==> config.mk <==
export PLATFORM = sky130hd
export DESIGN_NAME = addsub_digit_serial
export DESIGN_NICKNAME = d
export VERILOG_FILES = /design/src/rtl/addsub_pkg.sv /design/src/rtl/addsub_digit_serial_rca.sv /design/src/rtl/addsub_digit_serial.sv
export SDC_FILE = /design/constraint.sdc
export NUM_CORES = 1
export LEC_CHECK = 0
export ABC_AREA = 1
export CAP_MARGIN = 40
export CORE_MARGIN = 2
export CORE_UTILIZATION = 45
export CTS_CLUSTER_SIZE = 24
export DETAILED_ROUTE_END_ITERATION = 10
export GPL_TIMING_DRIVEN = 1
export PLACE_DENSITY = 0.67
export SLEW_MARGIN = 20
export SYNTH_ARGS = -nofsm -noshare
export SYNTH_HDL_FRONTEND = slang
export SYNTH_HIERARCHICAL = 1
export SYNTH_SLANG_ARGS = --single-unit
export TNS_END_PERCENT = 50
==> constraint.sdc <==
create_clock -name clk -period 2.9 [get_ports clk]
set_input_delay 0.435 -clock clk [delete_from_list [all_inputs] [get_ports clk]]
set_output_delay 0.435 -clock clk [all_outputs]
set_load 0.02 [all_outputs]
==> src/rtl/addsub_pkg.sv <==
// Shared definitions for the digit-serial adder/subtractor.
// Mode encoding, FSM state type and counter-width helper.
package addsub_pkg;

   localparam logic MODE_ADD = 1'b0;
   localparam logic MODE_SUB = 1'b1;

   typedef enum logic [1:0] {
      IDLE = 2'd0,
      RUN  = 2'd1,
      DONE = 2'd2
   } state_t;

   // Digit counter width: $clog2(n), never below 1 bit.
   function automatic int cnt_width(input int n);
      return (n > 1) ? $clog2(n) : 1;
   endfunction

endpackage

==> src/rtl/addsub_digit_serial_rca.sv <==
// rca_digit: combinational DIGIT-bit ripple-carry adder.
// Ports: a, b (DIGIT), cin -> sum (DIGIT), cout.
module rca_digit #(
   parameter int DIGIT = 4
) (
   input  logic [DIGIT-1:0] a,
   input  logic [DIGIT-1:0] b,
   input  logic             cin,
   output logic [DIGIT-1:0] sum,
   output logic             cout
);

   logic [DIGIT:0] c;

   assign c[0] = cin;

   for (genvar i = 0; i < DIGIT; i++) begin : g_fa
      assign sum[i]  = a[i] ^ b[i] ^ c[i];
      assign c[i+1]  = (a[i] & b[i]) | (c[i] & (a[i] ^ b[i]));
   end

   assign cout = c[DIGIT];

endmodule

==> src/rtl/addsub_digit_serial.sv <==
// Digit-serial add/sub, DIGIT bits per cycle, LSB slice first.
// In: clk, rst_n, start, mode, a, b. Out: busy, done, result, carry, overflow.
module addsub_digit_serial
   import addsub_pkg::*;
#(
   parameter int WIDTH = 16,
   parameter int DIGIT = 4
) (
   input  logic             clk,
   input  logic             rst_n,
   input  logic             start,
   input  logic             mode,
   input  logic [WIDTH-1:0] a,
   input  logic [WIDTH-1:0] b,
   output logic             busy,
   output logic             done,
   output logic [WIDTH-1:0] result,
   output logic             carry,
   output logic             overflow
);

   localparam int N  = WIDTH / DIGIT;
   localparam int CW = cnt_width(N);

   state_t           state, state_nx;
   logic [WIDTH-1:0] opa, opb, work, work_nx;
   logic [CW-1:0]    cnt;
   logic             cf, mode_q, a_msb, b_msb;
   logic [DIGIT-1:0] sum;
   logic             cout, accept, last, sub;

   assign sub    = (mode == MODE_SUB);
   assign accept = start && (state != RUN);
   assign last   = (cnt == CW'(N - 1));

   rca_digit #(.DIGIT(DIGIT)) u_rca (
      .a    (opa[DIGIT-1:0]),
      .b    (opb[DIGIT-1:0]),
      .cin  (cf),
      .sum  (sum),
      .cout (cout)
   );

   // New slice enters at the top; after N shifts slice 0 sits at the LSB.
   assign work_nx = (work >> DIGIT) | (WIDTH'(sum) << (WIDTH - DIGIT));

   always_ff @(posedge clk or negedge rst_n) begin
      if (!rst_n) state <= IDLE;
      else        state <= state_nx;
   end

   always_comb begin
      state_nx = state;
      unique case (state)
         IDLE:    if (start) state_nx = RUN;
         RUN:     if (last)  state_nx = DONE;
         DONE:    state_nx = start ? RUN : IDLE;
         default: state_nx = IDLE;
      endcase
   end

   always_ff @(posedge clk or negedge rst_n) begin
      if (!rst_n) begin
         opa      <= '0;
         opb      <= '0;
         work     <= '0;
         cnt      <= '0;
         cf       <= 1'b0;
         mode_q   <= MODE_ADD;
         a_msb    <= 1'b0;
         b_msb    <= 1'b0;
         result   <= '0;
         carry    <= 1'b0;
         overflow <= 1'b0;
      end else if (accept) begin
         opa    <= a;
         opb    <= b ^ {WIDTH{sub}};
         mode_q <= mode;
         cnt    <= '0;
         cf     <= sub;
         a_msb  <= a[WIDTH-1];
         b_msb  <= b[WIDTH-1] ^ sub;
      end else if (state == RUN) begin
         opa  <= opa >> DIGIT;
         opb  <= opb >> DIGIT;
         work <= work_nx;
         cf   <= cout;
         cnt  <= cnt + 1'b1;
         if (last) begin
            result   <= work_nx;
            // Subtract reports borrow, the inverse of the carry-out.
            carry    <= cout ^ mode_q;
            overflow <= (a_msb == b_msb) &&
                        (work_nx[WIDTH-1] != a_msb);
         end
      end
   end

   assign busy = (state == RUN);
   assign done = (state == DONE);

endmodule

After elaboration in Yosys (flattened, before gate mapping) --
Index checks and enable logic that the tools add are counted.
Word-level totals: register bits 74, latch bits 0, memory bits (writable) 0, memory bits (read-only) 0, output and inout port bits 20, word-level logic and storage cells 65, memories 0
Cells by class: add/sub/neg operators 1, $mul 0, divide/modulo/power cells 0, magnitude comparators 0, eq/ne operators 8, shift-type cells 0, muxes and demuxes 12, bitwise gates (word level) 25, reduce and logical (&&, ||, !) cells 7
Operators by type and width (count):
- 2-to-1 mux 16 bit | 4
- bitwise OR 12 x 16 -> 16 bit | 1
- XOR 16 bit | 1
- XOR 1 bit | 10
- AND 1 bit | 8
- 2-to-1 mux 2 bit | 4
- one-hot mux 2 bit (3 select lines) | 1
- == test 2 bit, second input constant | 2
- inequality test 2 x 1 -> 1 bit, second input constant | 2
- bitwise OR 1 bit | 4
- AND reduction 2 bit | 2
- 2-to-1 mux 1 bit | 3
- AND reduction 3 bit | 1
- adder 2 x 1 -> 2 bit, second input constant | 1
- == test 2 x 1 -> 1 bit, second input constant | 1
- logical AND 1 bit | 2
- zero test 2 bit | 1
- inequality test 2 bit, second input constant | 1
- nonzero test 2 bit | 1
- == test 1 bit | 1
- inequality test 1 bit | 1
- inverter 1 bit | 1

Longest topological paths before layout --
Gate-level depths: netlist of the first run.
depth after elaboration 11, mapped depth 13, gate-level depth less buffers 13

By module --
Netlist of the first run, hierarchy kept.
By module, submodules not included:
- addsub_digit_serial | times used 1, cells an instance 375, area an instance 3125.5 um^2, sequential area each 1751.7 um^2
- rca_digit | times used 1, cells an instance 14, area an instance 117.6 um^2, sequential area each 0.0 um^2

Least setup slack after synthesis of the first run --
No wires, ideal clock.
kind flip-flop to flip-flop, from register opa[0], to register overflow, setup time 116 ps, arrival 2154 ps, data required time 2784 ps, slack 630 ps, stages on the path, launching flop included 14, clock period less this slack 2270 ps, cell sequence dfrtp_1 -> fa_1 -> inv_1 -> fa_1 -> inv_1 -> fa_1 -> inv_1 -> fa_1 -> inv_1 -> inv_1 -> nand3_1 -> nand2_1 -> nand2_1 -> nand2_1
Between the ends: cells in the longest elaborated chain, start to end 11
Ends and longest elaborated chain:
- from (decl) | line addsub_digit_serial.sv:26 | logic [WIDTH-1:0] opa, opb, work, work_nx;
- from (signal assigned) | line addsub_digit_serial.sv:84 | opa <= opa >> DIGIT;
- XOR 1 bit | line addsub_digit_serial_rca.sv:19 | assign c[i+1] = (a[i] & b[i]) | (c[i] & (a[i] ^ b[i]));
- AND 1 bit | line addsub_digit_serial_rca.sv:19
- bitwise OR 1 bit (*) | line addsub_digit_serial_rca.sv:19
- AND 1 bit (*) | line addsub_digit_serial_rca.sv:19
- bitwise OR 1 bit (*) | line addsub_digit_serial_rca.sv:19
- AND 1 bit (*) | line addsub_digit_serial_rca.sv:19
- bitwise OR 1 bit (*) | line addsub_digit_serial_rca.sv:19
- XOR 1 bit (*) | line addsub_digit_serial_rca.sv:18 | assign sum[i] = a[i] ^ b[i] ^ c[i];
- via sum[3] | line addsub_digit_serial.sv:29 | logic [DIGIT-1:0] sum;
- bitwise OR 12 x 16 -> 16 bit (*) | line addsub_digit_serial.sv:45 | assign work_nx = (work >> DIGIT) | (WIDTH'(sum) << (WIDTH - DIGIT));
- inequality test 1 bit (*) | line addsub_digit_serial.sv:94 | (work_nx[WIDTH-1] != a_msb);
- logical AND 1 bit (*) | line addsub_digit_serial.sv:93 | overflow <= (a_msb == b_msb) &&
- to (signal assigned) | line addsub_digit_serial.sv:93
- to (decl) | line addsub_digit_serial.sv:19 | output logic overflow
Mark *: on every way through the listed nets, which the timed path passes. The rest lies on a longest branch. A chain may end at the register's enable or synchronous reset.

Final worst setup path of the first run --
Same ends and word-level chain as after synthesis.

==> reports/metrics.yaml, run 1 <==
timing:
  rsz0062_at_grt: "false"
  fin_crit_sh: 0.8376
  worst_slew_pin_slew_ps: 725.8
  skew_ps: 11.45
  finalMaxSlewViolations: 0
  fin_crit_ps: 2429
  fmax_mhz: 411.7
  setup_tns_ps: 0
  max_slew_margin: 0.5162
  hold_viol: 0
  setup_violations: 0
grt:
  first_global_vias: 2353
  grt_max_degree: 40
  overflow: 0
  grtUsageTotal: 0.1841
  grt_pass1_wl_um: 11030
  antenna_found_initial: 0
clock_tree:
  clk_latency_ps: 350
  cts_resized: 0
  cts_inserted_buffers: 9
  clk_pin_slew_ps: 80
  cts_tree: "done"
  cts_buffer_depth: 2
  post_cts_buffers: 0
  cts_hold_buf: 0
  htree_levels: 3
  root_buffer: "clkbuf_8"
  cts_sinks: 70
synth:
  yosys-top-cells-area: "dfrtp_1, nand2_1, nand3_1"
  yosys.area.top_type_share: 0.5401
  netlist_instances: 389
  seq_area_frac_synth: 0.5401
  postSynthAreaPerCell_um2: 8.337
  synth_top_area_cell: "dfrtp_1"
  synthesis.area_um2: 3243
  ys_types: 21
  ys_warn_count: 6
  synth_seq_cells: 70
  synth_fp_nets: 430
floorplan:
  ios: 56
  start_util: 0.4721
  die_area_um2: 7902
  chipHeight_um: 88.90
  fp.coreArea_um2: 6869
  die_w_um: 88.90
  rows: 30
route:
  routed_wl_um: 6317
  ant_nets: 0
  vias: 2542
  wl_per_cell_um: 11.65
  drc_errors: 0
  viasPerCell: 4.690
  drt_iter0_markers: 116
  first_pass_iters: 4
worst_setup_path:
  timing.critical_path.cells: "fa_1 -> inv_1 -> fa_1 -> inv_1 -> fa_1 -> inv_1 -> fa_1 -> inv_1 -> inv_1 -> nand3_1 -> nand2_1 -> nand2_1 -> nand2_1"
  worstPathMaxFanout: 3
  critical_path_class: "flip-flop to flip-flop"
  cpMaxStageDelayCell: "fa_1"
  end_kind: "flip-flop"
  critPathLaunchType: "flip-flop"
  max_stage_delay_ps: 420
  required_ps: 3140
  arrival_ps: 2670
  worst_path_most_repeated_cell: "inv_1"
  reg2reg_depth: 13
placed_design:
  io_buffers: 55
  place_congestion: 0.8347
  dpl.hpwl_um: 4414
power_and_ir_drop:
  cellInternalPower_w: 0.002468
  power_density_nw_per_um2: 1009
  pwr-share-comb: 0.401
  power_frac_seq: 0.407
  p_clk_frac: 0.192
  p_leak_nw: 2.044
  swShare: 0.3909
  switchingPower_w: 0.001584
  ir_worst_vdd_mv: 0.3852
finish:
  mostFrequentLayoutCells: "nand2_1, dfrtp_1, nand3_1"
  fillers: 655
  final_util: 0.5845
  drive_gt1_frac: 0.06726
  final_common_cell: "nand2_1"
  diodes: 0
  areaGrowthSynthToFinish_pct: 23.80
  final_net_count: 482
min_path:
  worstHoldPathType: "input port to async pin"
run_status:
  status: "finished, final reports clean"
job:
  cap_violations: 0
==> metal layers <==
| layer | global-route usage | up-vias | wire length, um |
|---|---|---|---|
| li1 | - | 1316 | - |
| met1 | 0.2557 | 1162 | 3069 |
| met2 | 0.2802 | 58 | 2887 |
| met3 | 0.03786 | 6 | 269 |
| met4 | 0.08264 | 0 | 90 |
| met5 | 0 | - | 0 |
==> cells by family after synthesis <==
logic type               synth area share
XOR/XNOR                          0.01350
flip-flops                         0.5401
AND/OR/NAND/NOR                    0.2836
adder cells (fa/ha/maj)           0.02855
AO/OA/AOI/OAI                     0.04552
buffers and inverters             0.08873
==> power by group through the flow <==
stage | clock (W) | sequential (W) | combinational [W]
2_1_floorplan | 0 | 0.00175 | 0.00107
6_report | 0.000780 | 0.00165 | 0.00162
5_1_grt | 0.000835 | 0.00170 | 0.00188
4_1_cts | 0.000800 | 0.00165 | 0.00166
3_3_place_gp | 0 | 0.00165 | 0.00162
3_5_place_dp | 0 | 0.00167 | 0.00166
==> state kept, by name (all words and copies together), names as in the netlist <==
signal	flops
cnt	2
result	16
a_msb	1
mode_q	1
work	12
opa	16
carry	1
cf	1
state	2
b_msb	1
opb	16
overflow	1
==> path summary, 6_finish.rpt <==
| kind | from | end | slack (ps) |
|---|---|---|---|
| worst min-delay path | rst_n | result[7] | 140 |
| worst min register to register | cnt[0] | cnt[0] | 480 |
| min in group clk | cnt[0] | cnt[0] | 480 |
| worst max-delay path | opa[0] | overflow | 470 |
| max in group asynchronous | rst_n | opb[5] | 2000 |
| worst max register to register | opa[0] | overflow | 470 |
==> cells in the mapped netlist, drive strengths merged <==
cell	n
a21oi	2
buf	19
clkbuf	1
clkinv	1
dfrtp	70
fa	4
ha	1
inv	39
nand2	159
nand3	59
nor2	4
o21ai	24
o22ai	1
xor2	5
==> metrics by stage <==
step                instance area [um2]  setup slack, ps  hold WS [ps]  power (W)  cells
CTS                                4015            472.9         160.9   0.004117    542
detailed placement                 3816            481.5         459.3   0.003325    526
floorplan                          3243            630.1         139.4   0.002822    389
global route                       4015            307.8         202.1   0.004418    542
global placement                   3816            559.1         451.4   0.003275    526
finish                             4015            470.9         139.7   0.004052    542
==> area by class of cell <==
class	count	area, um2	area share
Clock buffer	10	137.6	0.03428
Clock inverter	6	61.31	0.01527
Inverter	40	150.1	0.03739
Multi-Input combinational cell	259	1204	0.2998
Sequential cell	70	1752	0.4363
Tap cell	96	120.1	0.02992
Timing Repair Buffer	61	590.6	0.1471
==> critical path, delay by kind of cell (launching register included) <==
| kind | cells | cell delay [ps] |
|---|---|---|
| buf+inv | 5 | 350 |
| simple gates | 4 | 220 |
| flops | 1 | 400 |
| fa+ha+maj | 4 | 1360 |
Power figures use the tool's default switching activity.
==> inputs of run 2 (changes only) <==
clock period = 2.45 ns   (was 2.9 ns; I/O delays follow)
==> run 2 against run 1 <==
  * The flow now finishes with violations (negative hold slack)
  * Clock power increased by 29%
  * Sequential share of layout area decreased by 0.47 points
  * First-iteration DRC count decreased by 14%
  * Wire length increased by 3.5%
  * Sequential cell count unchanged
  * Critical path type unchanged
  * Highest routed layer unchanged
==> reports/metrics.yaml, run 2 (synthesized netlist as in run 1, its figures left out) <==
run_status:
  status: "finished, violations left"
  violations: "negative hold slack"
floorplan:
  start_util: 0.4721  # unchanged
  die_w_um: 88.90  # unchanged
  rows: 30  # unchanged
  fp.coreArea_um2: 6869  # unchanged
  ios: 56  # unchanged
  die_area_um2: 7902  # unchanged
  chipHeight_um: 88.90  # unchanged
timing:
  fmax_mhz: 425.7  # +3.4%
  fin_crit_ps: 2349  # -80.29 ps
  rsz0062_at_grt: "false"
  skew_ps: 8.919  # -2.531 ps
  worst_slew_pin_slew_ps: 564.0  # -161.8 ps
  hold_ws_ps: -7.629  # -147.4 ps
  fin_crit_sh: 0.9587  # +0.1211
  setup_violations: 0  # unchanged
  hold_viol: 9  # +9
  max_slew_margin: 0.6227  # +0.1065
  finalMaxSlewViolations: 0  # unchanged
  setup_tns_ps: 0  # unchanged
power_and_ir_drop:
  pwr-share-comb: 0.401  # about the same
  power_frac_seq: 0.395  # -0.012
  power_density_nw_per_um2: 1219  # +21%
  p_clk_frac: 0.204  # +0.012
  ir_worst_vdd_mv: 0.4420  # +15%
  cellInternalPower_w: 0.003057  # +24%
  swShare: 0.3822  # -0.008748
  switchingPower_w: 0.001891  # +19%
  p_leak_nw: 2.062  # +0.89%
route:
  drt_iter0_markers: 100  # -14%
  ant_nets: 0  # unchanged
  drc_errors: 0  # unchanged
  first_pass_iters: 4  # unchanged
  viasPerCell: 4.761  # +1.5%
  wl_per_cell_um: 12.00  # +3.0%
  vias: 2595  # +2.1%
  routed_wl_um: 6540  # +3.5%
clock_tree:
  cts_hold_buf: 0  # unchanged
  cts_buffer_depth: 2  # unchanged
  post_cts_buffers: 0  # unchanged
  cts_inserted_buffers: 9  # unchanged
  cts_tree: "done"
  cts_sinks: 70  # unchanged
  htree_levels: 3  # unchanged
  clk_latency_ps: 330  # -20 ps
  clk_pin_slew_ps: 70  # about the same
  root_buffer: "clkbuf_8"
worst_setup_path:
  end_kind: "flip-flop"
  crit-reg2reg-launch: "opa[0]"
  reg2reg_depth: 13  # unchanged
  arrival_ps: 2580  # -90 ps
  critPathLaunchType: "flip-flop"
  required_ps: 2680  # -460 ps
  rrSetupSlack_ps: 100  # -370 ps
  worstPathMaxFanout: 3  # unchanged
  r2r_end: "overflow"
  critical_path_class: "flip-flop to flip-flop"
placed_design:
  dpl.hpwl_um: 4574  # +3.6%
  place_congestion: 0.9093  # +8.9%
  io_buffers: 55  # unchanged
  place_area_um2: 3839  # +0.59%
grt:
  first_global_vias: 2386  # +1.4%
  overflow: 0  # unchanged
  grtUsageTotal: 0.1829  # -0.001228
  grt_max_degree: 44  # +10%
  grt_pass1_wl_um: 10980  # -0.44%
  antenna_found_initial: 0  # unchanged
finish:
  final_net_count: 485  # +0.62%
  final_common_cell: "nand2_1"
  fillers: 647  # -1.2%
  final_util: 0.5909  # +0.006376
  mostFrequentLayoutCells: "nand2_1, dfrtp_1, nand3_1"
  postLayoutCellArea_um2: 4059  # +1.1%
  largestRegisters: "opa (16), opb (16), result (16)"
  areaGrowthSynthToFinish_pct: 25.15
  drive_gt1_frac: 0.08018  # +0.01291
  diodes: 0  # unchanged
min_path:
  worstHoldPathType: "input port to async pin"
job:
  cap_violations: 0  # unchanged
[run 2: through the flow]
step / power [W] / setup WS (ps) / cells
2_1_floorplan: 0.003340 / 180.1 / 389
3_3_place_gp: 0.003906 / 114.7 / 529
3_5_place_dp: 0.003972 / 34.62 / 529
4_1_cts: 0.004990 / 10.90 / 545
5_1_grt: 0.005355 / 0.1759 / 545
6_report: 0.004948 / 101.1 / 545
[run 2: cell type report]
cell class | instances | area (um2) | area share
Timing Repair Buffer | 64 | 613.1 | 0.1510
Clock buffer | 12 | 145.1 | 0.03576
Clock inverter | 4 | 70.07 | 0.01726
Inverter | 40 | 150.1 | 0.03699
Multi-Input combinational cell | 259 | 1209 | 0.2978
Sequential cell | 70 | 1752 | 0.4316
Tap cell | 96 | 120.1 | 0.02959
[run 2: what timing repair did]
| action | CTS | global route |
|---|---|---|
| resized for setup | 0 | 5 |
| endpoints found under the setup margin | 0 | 3 |
| hold endpoints to repair | 0 | 0 |
[run 2: metal layers]
layer	GRT usage	part of all wire
met2	0.3019	0.48
met1	0.2465	0.47
met5	0	0
met4	0.06336	0.015
met3	0.03047	0.040
[run 2: power by group through the flow]
stage / Sequential [W] / Clock [W] / Combinational [W]
2_1_floorplan: 0.00208 / 0 / 0.00126
3_3_place_gp: 0.00195 / 0 / 0.00195
3_5_place_dp: 0.00197 / 0 / 0.00200
4_1_cts: 0.00195 / 0.00103 / 0.00201
5_1_grt: 0.00201 / 0.00109 / 0.00226
6_report: 0.00195 / 0.00101 / 0.00199
[run 2: how the worst max path moves through the flow]
stage,startpoint,end,slack (ps),cells after the start
5_1_grt,opa[0],overflow,0.2,13
6_report,opa[0],overflow,100,13
3_3_place_gp,opa[0],overflow,110,13
3_5_place_dp,opa[0],overflow,30,13
4_1_cts,opa[0],overflow,10,13
2_1_floorplan,opa[0],overflow,180,13
[run 2: worst max-delay path: stages (launching register included)]
cell,delay [ps]
dfrtp_1,410
fa_2,390
inv_2,60
fa_1,170
inv_1,50
fa_2,340
inv_2,60
fa_1,420
inv_2,60
inv_1,60
nand3_1,70
nand2_1,50
nand2_1,60
nand2_1,50
==> inputs of run 3 (changes only) <==
REMOVE_ABC_BUFFERS = 1   (was unset)
==> run 3 against run 2 <==
  * Wire length shrank 3.2%
  * The run now ends clean
  * Combinational power shrank 2%
  * Largest cell class unchanged
  * Largest power group is now registers
  * Sequential power is essentially flat
  * Design area grew 0.25%
  * Maximum frequency grew 1.9%
==> reports/metrics.yaml, run 3 (synthesized netlist as in run 1, its figures left out) <==
route:
  first_pass_iters: 4  # unchanged
  drt_iter0_markers: 92  # -8.0%
  wl_per_cell_um: 11.66  # -2.8%
  routed_wl_um: 6331  # -3.2%
  viasPerCell: 4.707  # -1.1%
  drc_errors: 0  # unchanged
  ant_nets: 0  # unchanged
  vias: 2556  # -1.5%
floorplan:
  die_w_um: 88.90  # unchanged
  start_util: 0.4721  # unchanged
  fp.coreArea_um2: 6869  # unchanged
  ios: 56  # unchanged
  chipHeight_um: 88.90  # unchanged
  die_area_um2: 7902  # unchanged
  rows: 30  # unchanged
clock_tree:
  htree_levels: 3  # unchanged
  clk_latency_ps: 340  # about the same
  root_buffer: "clkbuf_8"
  cts_buffer_depth: 2  # unchanged
  cts_inserted_buffers: 9  # unchanged
  post_cts_buffers: 0  # unchanged
  clk_pin_slew_ps: 80  # about the same
  cts_tree: "done"
  cts_sinks: 70  # unchanged
job:
  cap_violations: 0  # unchanged
worst_setup_path:
  crit-reg2reg-launch: "cf"
  rrSetupSlack_ps: 150  # +40 ps
  crit_path_start: "cf"
  reg2reg_depth: 13  # unchanged
  critPathLaunchType: "flip-flop"
  critPathCapture: "overflow"
  arrival_ps: 2540  # -40 ps
  worstPathMaxFanout: 3  # unchanged
  critical_path_class: "flip-flop to flip-flop"
  r2r_end: "overflow"
  end_kind: "flip-flop"
  required_ps: 2690  # about the same
power_and_ir_drop:
  swShare: 0.3845  # +0.002340
  power_density_nw_per_um2: 1211  # -0.62%
  p_leak_nw: 2.056  # -0.31%
  ir_worst_vdd_mv: 0.3919  # -11%
  switchingPower_w: 0.001895  # +0.24%
  cellInternalPower_w: 0.003034  # -0.75%
  pwr-share-comb: 0.395  # -0.006
  p_clk_frac: 0.209  # +0.005
  power_frac_seq: 0.396  # about the same
timing:
  setup_violations: 0  # unchanged
  finalMaxSlewViolations: 0  # unchanged
  setup_tns_ps: 0  # unchanged
  worst_slew_pin_slew_ps: 583.9  # +19.87 ps
  fin_ws_ps: 145.3  # +44.13 ps
  skew_ps: 5.660  # -3.259 ps
  fmax_mhz: 433.9  # +1.9%
  hold_viol: 0  # -9
  fin_crit_sh: 0.9407  # -0.01801
  rsz0062_at_grt: "false"
  max_slew_margin: 0.6094  # -0.01329
  fin_crit_ps: 2305  # -44.13 ps
placed_design:
  dp_slack_ps: 59.43  # +24.81 ps
  io_buffers: 55  # unchanged
  dpl.hpwl_um: 4137  # -9.5%
  place_congestion: 0.7925  # -13%
grt:
  first_global_vias: 2390  # +0.17%
  antenna_found_initial: 0  # unchanged
  overflow: 0  # unchanged
  grt_max_degree: 71  # +61%
  grtUsageTotal: 0.1784  # -0.004429
  grt_pass1_wl_um: 10700  # -2.6%
finish:
  final_common_cell: "nand2_1"
  diodes: 0  # unchanged
  mostFrequentLayoutCells: "nand2_1, dfrtp_1, nand3_1"
  areaGrowthSynthToFinish_pct: 25.46
  final_net_count: 483  # -0.41%
  largestRegisters: "opa (16), opb (16), result (16)"
  drive_gt1_frac: 0.08277  # +0.002596
run_status:
  status: "finished, final reports clean"
min_path:
  worstHoldPathType: "input port to async pin"
-- run 3: cell types whose count changed in the layout (fill, tap and decap cells not counted), sizes merged --
cell / delta
clkbuf: -2
buf: -2
clkinvlp: +2
-- run 3: per-layer routing --
metal | track usage | part of all wire
met5 | 0 | 0
met2 | 0.2897 | 0.47
met1 | 0.2330 | 0.48
met4 | 0.07438 | 0.012
met3 | 0.03878 | 0.042
-- run 3: power by group through the flow --
stage / Combinational, W / Sequential, W / Clock (W)
2_1_floorplan: 0.00108 / 0.00208 / 0
3_3_place_gp: 0.00192 / 0.00195 / 0
3_5_place_dp: 0.00195 / 0.00197 / 0
4_1_cts: 0.00196 / 0.00195 / 0.00105
5_1_grt: 0.00223 / 0.00202 / 0.00111
6_report: 0.00195 / 0.00195 / 0.00103
-- run 3: layout make-up --
| class | instances | area, um2 |
|---|---|---|
| fill | 632 | 2800 |
| clock inverter | 6 | 85.08 |
| tap | 96 | 120.1 |
| multi-input combinational | 259 | 1214 |
| clock buffer | 10 | 137.6 |
| timing repair buffer | 62 | 610.6 |
| inverter | 40 | 150.1 |
| sequential | 70 | 1752 |
-- run 3: critical path, cell delays in order (launching register included) --
cell	delay, ps
dfrtp_1	400
fa_2	390
inv_2	60
fa_1	150
inv_1	50
fa_2	330
inv_2	60
fa_1	420
inv_2	70
inv_1	60
nand3_2	50
nand2_1	50
nand2_1	50
nand2_1	50
-- run 3: timing repair --
action / in CTS / in global routing
hold buffers: 0 / 0
resized for setup: 0 / 6
endpoints found under the hold margin: 0 / 0
setup endpoints to repair: 0 / 1
-- run 3: stage by stage --
| step | instances | power, W | utilization | area (um2) | hold WS [ps] |
|---|---|---|---|---|---|
| 6_report | 543 | 0.004929 | 0.5924 | 4069 | 44.63 |
| 4_1_cts | 543 | 0.004963 | 0.5909 | 4059 | 52.25 |
| 3_3_place_gp | 527 | 0.003874 | 0.5585 | 3836 | 423.0 |
| 5_1_grt | 543 | 0.005353 | 0.5924 | 4069 | 53.03 |
| 2_1_floorplan | 369 | 0.003159 | - | 3105 | 71.91 |
| 3_5_place_dp | 527 | 0.003923 | 0.5585 | 3836 | 425.9 |
-- run 3: how the worst min path moves through the flow --
stage                     cells past startpoint         to  slack [ps]   from
final                                         2  result[5]          40  rst_n
after global routing                          2  result[5]          50  rst_n
after CTS                                     2  result[4]          50  rst_n
after detailed placement                      2  result[5]         430  rst_n
after global placement                        2  result[5]         420  rst_n
after floorplan                               0      a_msb          70  rst_n
